`src/rtl/ctrl_result_reorder_fifo.sv`:
```
// Result-path row buffer: lane-order mode (pass/reverse) applied at write time,
// DEPTH-entry first-word-fall-through FIFO with valid/ready on both sides.
module ctrl_result_reorder_fifo #(
    parameter int PARTIAL_SUM_BW = 20,
    parameter int NUM_LANES      = 8,
    parameter int DEPTH          = 4
) (
    input  logic                                  clk,
    input  logic                                  rst,
    input  logic                                  flush,
    input  logic                                  rev_en,
    input  logic                                  in_valid,
    output logic                                  in_ready,
    input  logic [NUM_LANES*PARTIAL_SUM_BW-1:0]   in_data,
    output logic                                  out_valid,
    input  logic                                  out_ready,
    output logic [NUM_LANES*PARTIAL_SUM_BW-1:0]   out_data,
    output logic [$clog2(DEPTH+1)-1:0]            count
);

    localparam int W     = NUM_LANES * PARTIAL_SUM_BW;
    localparam int PTR_W = $clog2(DEPTH);
    localparam int CNT_W = $clog2(DEPTH + 1);

    localparam logic [CNT_W-1:0] CNT_FULL = CNT_W'(DEPTH);
    localparam logic [PTR_W-1:0] PTR_LAST = PTR_W'(DEPTH - 1);

    logic [W-1:0]     mem [DEPTH];
    logic [PTR_W-1:0] wr_ptr;
    logic [PTR_W-1:0] rd_ptr;
    logic [W-1:0]     row_ordered;
    logic             push;
    logic             pop;

    assign in_ready  = !rst && (count != CNT_FULL);
    assign out_valid = (count != '0);
    assign push      = in_valid && in_ready;
    assign pop       = out_valid && out_ready;
    assign out_data  = out_valid ? mem[rd_ptr] : '0;

    // Only whole lanes move; bit order inside each partial sum is untouched.
    always_comb begin
        row_ordered = in_data;
        if (rev_en) begin
            for (int i = 0; i < NUM_LANES; i++) begin
                row_ordered[i*PARTIAL_SUM_BW +: PARTIAL_SUM_BW] =
                    in_data[(NUM_LANES-1-i)*PARTIAL_SUM_BW +: PARTIAL_SUM_BW];
            end
        end
    end

    // Storage needs no reset; count gates every read of it.
    always_ff @(posedge clk) begin
        if (push && !flush) begin
            mem[wr_ptr] <= row_ordered;
        end
    end

    always_ff @(posedge clk or posedge rst) begin
        if (rst) begin
            wr_ptr <= '0;
            rd_ptr <= '0;
            count  <= '0;
        end else if (flush) begin
            wr_ptr <= '0;
            rd_ptr <= '0;
            count  <= '0;
        end else begin
            if (push) begin
                wr_ptr <= (wr_ptr == PTR_LAST) ? '0 : wr_ptr + 1'b1;
            end
            if (pop) begin
                rd_ptr <= (rd_ptr == PTR_LAST) ? '0 : rd_ptr + 1'b1;
            end
            case ({push, pop})
                2'b10:   count <= count + 1'b1;
                2'b01:   count <= count - 1'b1;
                default: count <= count;
            endcase
        end
    end

`ifndef SYNTHESIS
    always @(posedge clk) begin
        if (!rst) begin
            assert (!(push && count == CNT_FULL))
                else $error("push while full");
            assert (!(pop && count == '0))
                else $error("pop while empty");
        end
    end
`endif

endmodule

```
`config.mk`:
```
export PLATFORM = sky130hd
export DESIGN_NAME = ctrl_result_reorder_fifo
export DESIGN_NICKNAME = d
export VERILOG_FILES = /design/src/rtl/ctrl_result_reorder_fifo.sv
export SDC_FILE = /design/constraint.sdc
export NUM_CORES = 1
export LEC_CHECK = 0
export ABC_AREA = 1
export ABC_CLOCK_PERIOD_IN_PS = 10500
export CORE_ASPECT_RATIO = 1.5
export CORE_MARGIN = 1.5
export CORE_UTILIZATION = 56
export CTS_CLUSTER_SIZE = 40
export DETAILED_ROUTE_END_ITERATION = 8
export GPL_ROUTABILITY_DRIVEN = 1
export PLACE_DENSITY = 0.8
export SYNTH_ARGS = -nofsm -noshare
export SYNTH_HDL_FRONTEND = slang
export SYNTH_SLANG_ARGS = --single-unit
export TNS_END_PERCENT = 10
```
`constraint.sdc`:
```
create_clock -name clk -period 10.5 [get_ports clk]
set_clock_uncertainty 0.05 [all_clocks]
set_input_delay 2.1 -clock clk [delete_from_list [all_inputs] [get_ports clk]]
set_output_delay 2.1 -clock clk [all_outputs]
set_load 0.005 [all_outputs]
```
==> qor.txt, run 1 <==
Worst Tran Pin Value = 1.30 ns
FFs w/ async S/R, synth = 1.08%
Synth Register Bits = 647
Worst-Skew Late Latency = 0.58 ns
setup TNS = 0 ns
EDFF count, synth = 640
Slowest-stage cell, CP = buf_4
cts bufs inserted = 55
Cell Area, Placed = 30,500 µm²
Vias/cell = 5.79
final setup vio count = 0
largest net degree at the start of global routing = 209
sequential fraction of the synthesis area = 71.5%
FMAX = 0.150 GHz
Crit. Startpoint = rd_ptr[0]
hold slack = 0.607 ns
unrepaired setup endpoints after global routing = false
Leak = 11.1 nW
hold path start = wr_ptr[1]
Setup Buffers After CTS = 0
Core ar. = 47,700 µm²
initial antenna violation count = 1
routability cong. = 0.796
CP peak stage delay = 0.94 ns
Hold Fails Final Rpt = 0
WL final = 66.5 mm
ANT nets after route = 0
Netlist Area Pre-Place = 27,100 µm²
post-CTS sizing = 0
via count = 19.0k
TritonRoute pass-1 iters = 6
fin area = 32,200 µm²
Worst EP required = 8.35 ns
Crit path max-delay family = buffers and inverters
worst rel slew slack = 13.1%
Crit Path Max Fanout = 208
num rows = 98
Critical Path, Cell by Cell = inv_8, buf_4, o21ai_0, a21oi_1, clkdlybuf4s50_1
status = finished clean
grt total ovfl = 0
post-DP HPWL = 38.9 mm
unique cell type count in the Yosys netlist = 26
CTS tree = done
Power, Total = 0.00677 W
PortBufs = 330
syn_nets = 2,557
CP endpoint kind = output port
nets@finish = 2,804
Worst Path Arrival = 4.53 ns
routed len/inst = 20.3 µm
Clock H-tree levels = 2
worst r2r src = count[0]
Most used DFF post-synth = edfxtp_1
vias in the first global route = 18.8k
Max clock buf depth = 3
CTS clk-pin slew, worst paths = 0.07 ns
Synth Instances = 2,385
Die X = 183 µm
maximum vdd drop = 161 µV
crit path buf inv count = 3
first-pass GRT wire length = 101 mm
I/O Pins = 331
Sink Count = 647
Die Height = 273 µm
Final Critical Period = 6.68 ns
Ant. Diodes = 0
CTS root buf = clkbuf_16
GRT Total Usage = 26.2%
1st-iter DRT viols = 1,792
Avg Inst Size Synth = 11.4 µm²
Ys Warns = 0
Residual DRC = 0
Initial Util = 56.9%
layout cells sized above 1 = 4.33%
Setup CP Type = reg2out
Final Slew Violations = 0
startpoint types = register
CTS hold repair buffers = 0
Hold WC Path Type = reg2reg
final clock period utilization by the worst path = 63.7%
Die Area = 49,800 µm²
pwr/cell area = 210 nW/µm²
Layout area overhead = 18.8%
count of maximum capacitance violations = 0
## power breakdown
part / total, W / internal [W] / switching [W]
combinational: 0.00183 / 0.000753 / 0.00108
clock: 0.00197 / 0.00109 / 0.000884
sequential: 0.00296 / 0.00292 / 0.0000426
## cell type report
cell class | instances | area, µm²
Clock inverter | 37 | 290
Clock buffer | 64 | 1450
Fill cell | 3298 | 15500
Multi-Input combinational cell | 1485 | 6510
Sequential cell | 647 | 19400
Timing Repair Buffer | 349 | 3450
Tap cell | 600 | 751
Inverter | 94 | 370
## layout by cell type (no fill, tap or decap), drive strengths merged, types with 3 or more instances in the layout
| master | n |
|---|---|
| nor2 | 725 |
| nand3 | 8 |
| nand2 | 94 |
| nand4 | 3 |
| bufinv | 4 |
| a21oi | 241 |
| ha | 5 |
| dfrtp | 7 |
| clkinv | 30 |
| inv | 96 |
| buf | 19 |
| edfxtp | 640 |
| clkdlybuf4s50 | 329 |
| o21ai | 403 |
| clkbuf | 65 |
## tightest hold or removal path, delay by kind of cell, from the launching register on
family / cells / cell delay (ns)
buf+inv: 1 / 0.10
flops: 1 / 0.41
compound gates: 1 / 0.10
## sequential cells by signal (all words and copies together), names as in the netlist
register  count
mem         640
wr_ptr        2
rd_ptr        2
count         3
## stage by stage
stage,utilization [%],std cells,setup WS [ns]
2_1_floorplan,-,2385,0.596
3_3_place_gp,63.9,3175,4.68
3_5_place_dp,63.9,3175,4.55
4_1_cts,67.6,3276,3.93
5_1_grt,67.6,3276,3.63
6_report,67.6,3276,3.82
## Yosys cell counts (4+ instances only)
cell	instances	area [µm²]
a21oi_1	241	1210
buf_2	63	315
buf_4	20	150
buf_6	15	169
clkbuf_1	29	109
clkbuf_2	29	145
dfrtp_1	7	175
edfxtp_1	640	19200
ha_1	5	62.6
inv_1	90	338
inv_2	4	15.0
nand2_1	93	349
nand3_1	8	40.0
nor2_1	724	2720
o21ai_0	373	1870
o21ai_1	30	150
## routing by layer
layer	share of wire [%]	GRT usage, %	vias to the layer above	wire length [µm]
met5	0.014	0	-	9
met4	4.5	12.9	2	3030
met3	7.4	3.48	170	4900
met2	53	47.4	880	35100
met1	35	30.8	9151	23500
li1	-	-	8778	-
## cells by family after synthesis
logic type / count (synthesis) / synth area share, %
simple gates: 832 / 11.6
flops: 647 / 71.5
compound gates: 646 / 11.9
buf+inv: 253 / 4.62
fa+ha+maj: 6 / 0.304
xor+xnor: 1 / 0.0323
## path summary, 6_finish.rpt
kind	endpoint	slack, ns	cells past startpoint
worst max register to register	mem[1][93]	6.76	6
max in group asynchronous	rd_ptr[1]	8.36	2
worst max-delay path	out_data[16]	3.82	5
worst min-delay path	wr_ptr[1]	0.61	2
min in group asynchronous	count[2]	1.76	2
worst min register to register	wr_ptr[1]	0.61	2
(Power assumes the default switching activity.)
==> run 2: changes to the inputs <==
- ABC_CLOCK_PERIOD_IN_PS: 10500 -> 6100
- CORE_UTILIZATION: 56 -> 50
- PLACE_DENSITY: 0.8 -> 0.76
- clock period: 10.5 -> 6.1 ns (I/O delays scaled with it)
==> qor.txt, run 2 (synthesis gave the netlist of run 1 again) <==
TritonRoute pass-1 iters = 6 (unchanged)
Worst Path Arrival = 3.73 ns (-0.80 ns)
Hold Fails Final Rpt = 0 (unchanged)
Die X = 193 µm (+5.7%)
CTS root buf = clkbuf_16
PortBufs = 330 (unchanged)
largest net degree at the start of global routing = 167 (-20%)
Ant. Diodes = 0 (unchanged)
post-CTS sizing = 0 (unchanged)
Vias/cell = 5.51 (-4.9%)
worst r2r src = count[0]
1st-iter DRT viols = 1,465 (-18%)
Hold WC Path Type = reg2reg
routed len/inst = 19.6 µm (-3.4%)
Critical R2R Capture = mem[0][14]
Final Worst Setup Slack = 1.10 ns (-2.72 ns)
Clock H-tree levels = 2 (unchanged)
via count = 18.6k (-1.9%)
unrepaired setup endpoints after global routing = false
Die Area = 55,700 µm² (+12%)
startpoint types = register
post-DP HPWL = 39.0 mm (+0.20%)
cts bufs inserted = 56 (+1.8%)
Worst Tran Pin Value = 1.07 ns (-0.236 ns)
layout cells sized above 1 = 4.61% (+0.27 points)
count of maximum capacitance violations = 0 (unchanged)
ANT nets after route = 0 (unchanged)
num rows = 104 (+6.1%)
max reg flops = 640 (unchanged)
final setup vio count = 0 (unchanged)
Worst-Skew Late Latency = 0.60 ns (+0.02 ns)
hold slack = 0.604 ns (-0.00303 ns)
WL final = 66.3 mm (-0.32%)
Largest regs = mem: 640 flops, count: 3 flops
pre-CTS setup slack = 1.77 ns (-2.79 ns)
Die Height = 288 µm (+5.8%)
Hold Path Cell Cnt = 2 (unchanged)
pwr/cell area = 360 nW/µm² (+71%)
maximum vdd drop = 269 µV (+67%)
Worst EP required = 4.83 ns (-3.52 ns)
grt total ovfl = 0 (unchanged)
Layout area overhead = 20.1%
I/O Pins = 331 (unchanged)
Sink Count = 647 (unchanged)
routability cong. = 0.812 (+2.0%)
Setup CP Type = reg2out
Power, Total = 0.0117 W (+73%)
commonest non-fill, non-tap cell in the layout = nor2_1
Residual DRC = 0 (unchanged)
first-pass GRT wire length = 100 mm (-0.75%)
Crit Path Max Fanout = 157 (-25%)
Worst Hold Endpoint = wr_ptr[1]
initial antenna violation count = 0 (-1)
Initial Util = 50.6% (-6.3 points)
Final Critical Period = 5.00 ns
CP endpoint kind = output port
Leak = 11.1 nW (+0.78%)
status = finished clean
Core ar. = 53,600 µm² (+12%)
Final Slew Violations = 0 (unchanged)
placed insts = 3,275 (+3.1%)
Most flops, register = mem
CTS clk-pin slew, worst paths = 0.07 ns (about the same)
Worst R2R Path Depth = 5 (-1)
Finished Layout Cells = 3,379 (+3.1%)
commonest non-fill, non-tap cells in the layout = nor2_1 (720), edfxtp_1 (640), o21ai_0 (373)
final clock period utilization by the worst path = 82.0%
Setup Buffers After CTS = 0 (unchanged)
layout filler cell count = 4,171 (+26%)
FMAX = 0.200 GHz
GRT Total Usage = 23.6% (-2.7 points)
worst rel slew slack = 28.7% (+16 points)
Max clock buf depth = 3 (unchanged)
nets@finish = 2,816 (+0.43%)
CTS tree = done
vias in the first global route = 18.7k (-0.86%)
hold path start = wr_ptr[1]
CTS hold repair buffers = 0 (unchanged)
worst reg2reg setup slack = 2.97 ns (-3.79 ns)
run 2: area by class of cell:
class	instances	area [µm²]	area share, %
flip-flops and latches	647	19400	59.6
inverters	94	370	1.14
multi-input cells	1485	6510	20.0
clock inverters	37	319	0.980
repair buffers	360	3650	11.2
clock buffers	67	1460	4.49
well taps	689	862	2.65
run 2: where the power goes:
part / total, W / leakage (nW) / internal, W / switching, W
Sequential: 0.00512 / 5.87 / 0.00503 / 0.0000920
Combinational: 0.00316 / 4.40 / 0.00133 / 0.00183
Clock: 0.00345 / 0.870 / 0.00192 / 0.00153
run 2: metrics by stage:
step,setup TNS (ns),utilization [%],instance area (µm²)
floorplan,-178.38,-,27100
global placement,0,57.4,30800
detailed placement,0,57.4,30800
CTS,0,60.8,32600
global route,0,60.8,32600
finish,0,60.8,32600
run 2: worst max-delay path by stage:
stage                     startpoint            end  slack [ns]  cells past startpoint
after floorplan                  rst      mem[0][0]       -0.28                      3
after global placement     rd_ptr[0]  out_data[123]        1.82                      5
after detailed placement   rd_ptr[0]   out_data[80]        1.77                      5
after CTS                  rd_ptr[0]    out_data[8]        1.10                      5
after global routing       rd_ptr[0]  out_data[155]        0.90                      5
final                      rd_ptr[0]   out_data[80]        1.10                      5
run 2: routing by layer:
layer | track usage [%] | wire [µm] | up-vias
li1 | - | - | 8820
met1 | 28.1 | 25300 | 8989
met2 | 41.3 | 33800 | 692
met3 | 4.30 | 4450 | 125
met4 | 10.8 | 2720 | 0
met5 | 0 | 0 | -
run 2: critical path, cell delays in order, from the launching register on:
cell             delay (ns)
dfrtp_4                0.77
inv_8                  0.70
buf_12                 0.40
o21ai_0                0.17
a21oi_1                0.30
clkdlybuf4s50_1        0.56
==> run 3: changes to the inputs <==
- ABC_CLOCK_PERIOD_IN_PS: 6100 -> 5200
- CORE_UTILIZATION: 50 -> 56
- PLACE_DENSITY: 0.76 -> 0.8
- clock period: 6.1 -> 5.2 ns (I/O delays scaled with it)
==> qor.txt, run 3 (synthesis gave the netlist of run 1 again) <==
Leak = 11.2 nW (+0.39%)
grt total ovfl = 0 (unchanged)
layout cells sized above 1 = 4.91% (+0.30 points)
post-CTS sizing = 0 (unchanged)
status = finished clean
Die Height = 273 µm (-5.5%)
commonest non-fill, non-tap cell in the layout = nor2_1
ANT nets after route = 0 (unchanged)
commonest non-fill, non-tap cells in the layout = nor2_1 (720), edfxtp_1 (640), o21ai_0 (373)
Core ar. = 47,700 µm² (-11%)
Die X = 183 µm (-5.4%)
Crit Path Max Fanout = 138 (-12%)
Vias/cell = 5.75 (+4.4%)
Worst EP required = 4.11 ns (-0.72 ns)
Residual DRC = 0 (unchanged)
WL final = 66.4 mm (+0.11%)
Clock H-tree levels = 2 (unchanged)
TritonRoute pass-1 iters = 6 (unchanged)
unrepaired setup endpoints after global routing = false
nets@finish = 2,813 (-0.11%)
routability cong. = 0.801 (-1.3%)
count of maximum capacitance violations = 0 (unchanged)
Setup CP Type = reg2out
Setup Buffers After CTS = 0 (unchanged)
Die Area = 49,800 µm² (-11%)
CTS hold repair buffers = 0 (unchanged)
Most flops, register = mem
Final Critical Period = 4.67 ns
Hold Fails Final Rpt = 0 (unchanged)
CP endpoint kind = output port
startpoint types = register
worst rel slew slack = 21.3% (-7.5 points)
Hold WC Path Type = reg2reg
via count = 18.9k (+1.7%)
CTS clk-pin slew, worst paths = 0.07 ns (about the same)
GRT Total Usage = 26.5% (+3.0 points)
Worst-Skew Late Latency = 0.58 ns (-0.02 ns)
Layout area overhead = 20.2% (about the same)
cts bufs inserted = 57 (+1.8%)
final clock period utilization by the worst path = 89.8%
I/O Pins = 331 (unchanged)
setup TNS = 0 ns (unchanged)
Initial Util = 56.9% (+6.3 points)
first-pass GRT wire length = 102 mm (+1.6%)
PortBufs = 330 (unchanged)
max reg flops = 640 (unchanged)
pwr/cell area = 431 nW/µm² (+20%)
maximum vdd drop = 354 µV (+32%)
initial antenna violation count = 2 (+2)
largest net degree at the start of global routing = 167 (unchanged)
Worst Tran Pin Value = 1.18 ns (+0.114 ns)
hold slack = 0.606 ns (+0.00178 ns)
routed len/inst = 20.2 µm (+2.8%)
num rows = 98 (-5.8%)
CTS root buf = clkbuf_16
Sink Count = 647 (unchanged)
1st-iter DRT viols = 1,622 (+11%)
FMAX = 0.214 GHz
CTS tree = done
Largest regs = mem: 640 flops, count: 3 flops
Max clock buf depth = 3 (unchanged)
Worst Path Arrival = 3.58 ns (-0.15 ns)
Final Slew Violations = 0 (unchanged)
post-DP HPWL = 38.6 mm (-1.0%)
final setup vio count = 0 (unchanged)
vias in the first global route = 19.0k (+1.7%)
## run 3: through the flow
stage               utilization [%]  setup WS (ns)  cells  cell area [µm²]  power, W
floorplan                         -         -0.999   2385            27100   0.00801
global route                   68.3          0.447   3292            32600    0.0146
CTS                            68.3          0.639   3290            32600    0.0141
global placement               64.3           1.34   3182            30700   0.00976
detailed placement             64.3           1.29   3182            30700   0.00985
finish                         68.3          0.532   3292            32600    0.0141
## run 3: power by group
group,switching [W],internal (W),total [W]
clock,0.00185,0.00247,0.00431
sequential,0.0000807,0.00590,0.00598
combinational,0.00220,0.00157,0.00377
total,0.00413,0.00993,0.0141
## run 3: path summary, 6_finish.rpt
path                       startpoint  slack, ns  depth (start not counted)             to
setup reg to reg             count[1]       2.55                          5    mem[0][148]
setup / recovery            rd_ptr[0]       0.53                          5  out_data[122]
min in group asynchronous         rst       0.71                          2       count[0]
max in group asynchronous         rst       4.12                          2      rd_ptr[1]
hold reg to reg             wr_ptr[0]       0.61                          3      wr_ptr[0]
hold / removal              wr_ptr[0]       0.61                          3      wr_ptr[0]
## run 3: cell type report
class                      instances  area (µm²)
tap                              600         751
inverter                          94         370
multi-input combinational       1485        6510
clock buffer                      61        1480
clock inverter                    47         453
fill                            3250       15100
antenna                            2        5.00
timing repair buffer             356        3630
sequential                       647       19400
## run 3: critical path, stage by stage (launching register included)
cell and delay [ns]:
dfrtp_4 0.70, inv_8 0.51, buf_12 0.35, o21ai_0 0.14, a21oi_1 0.41, clkdlybuf4s50_1 0.59
## run 3: metal layers
layer  vias to the layer above  part of all wire [%]  GRT usage, %
met5                         -                     0             0
met4                         0                   4.9          14.4
met3                       159                   6.9          3.46
met2                       840                    53          48.2
met1                      9126                    35          30.4
li1                       8818                     -             -
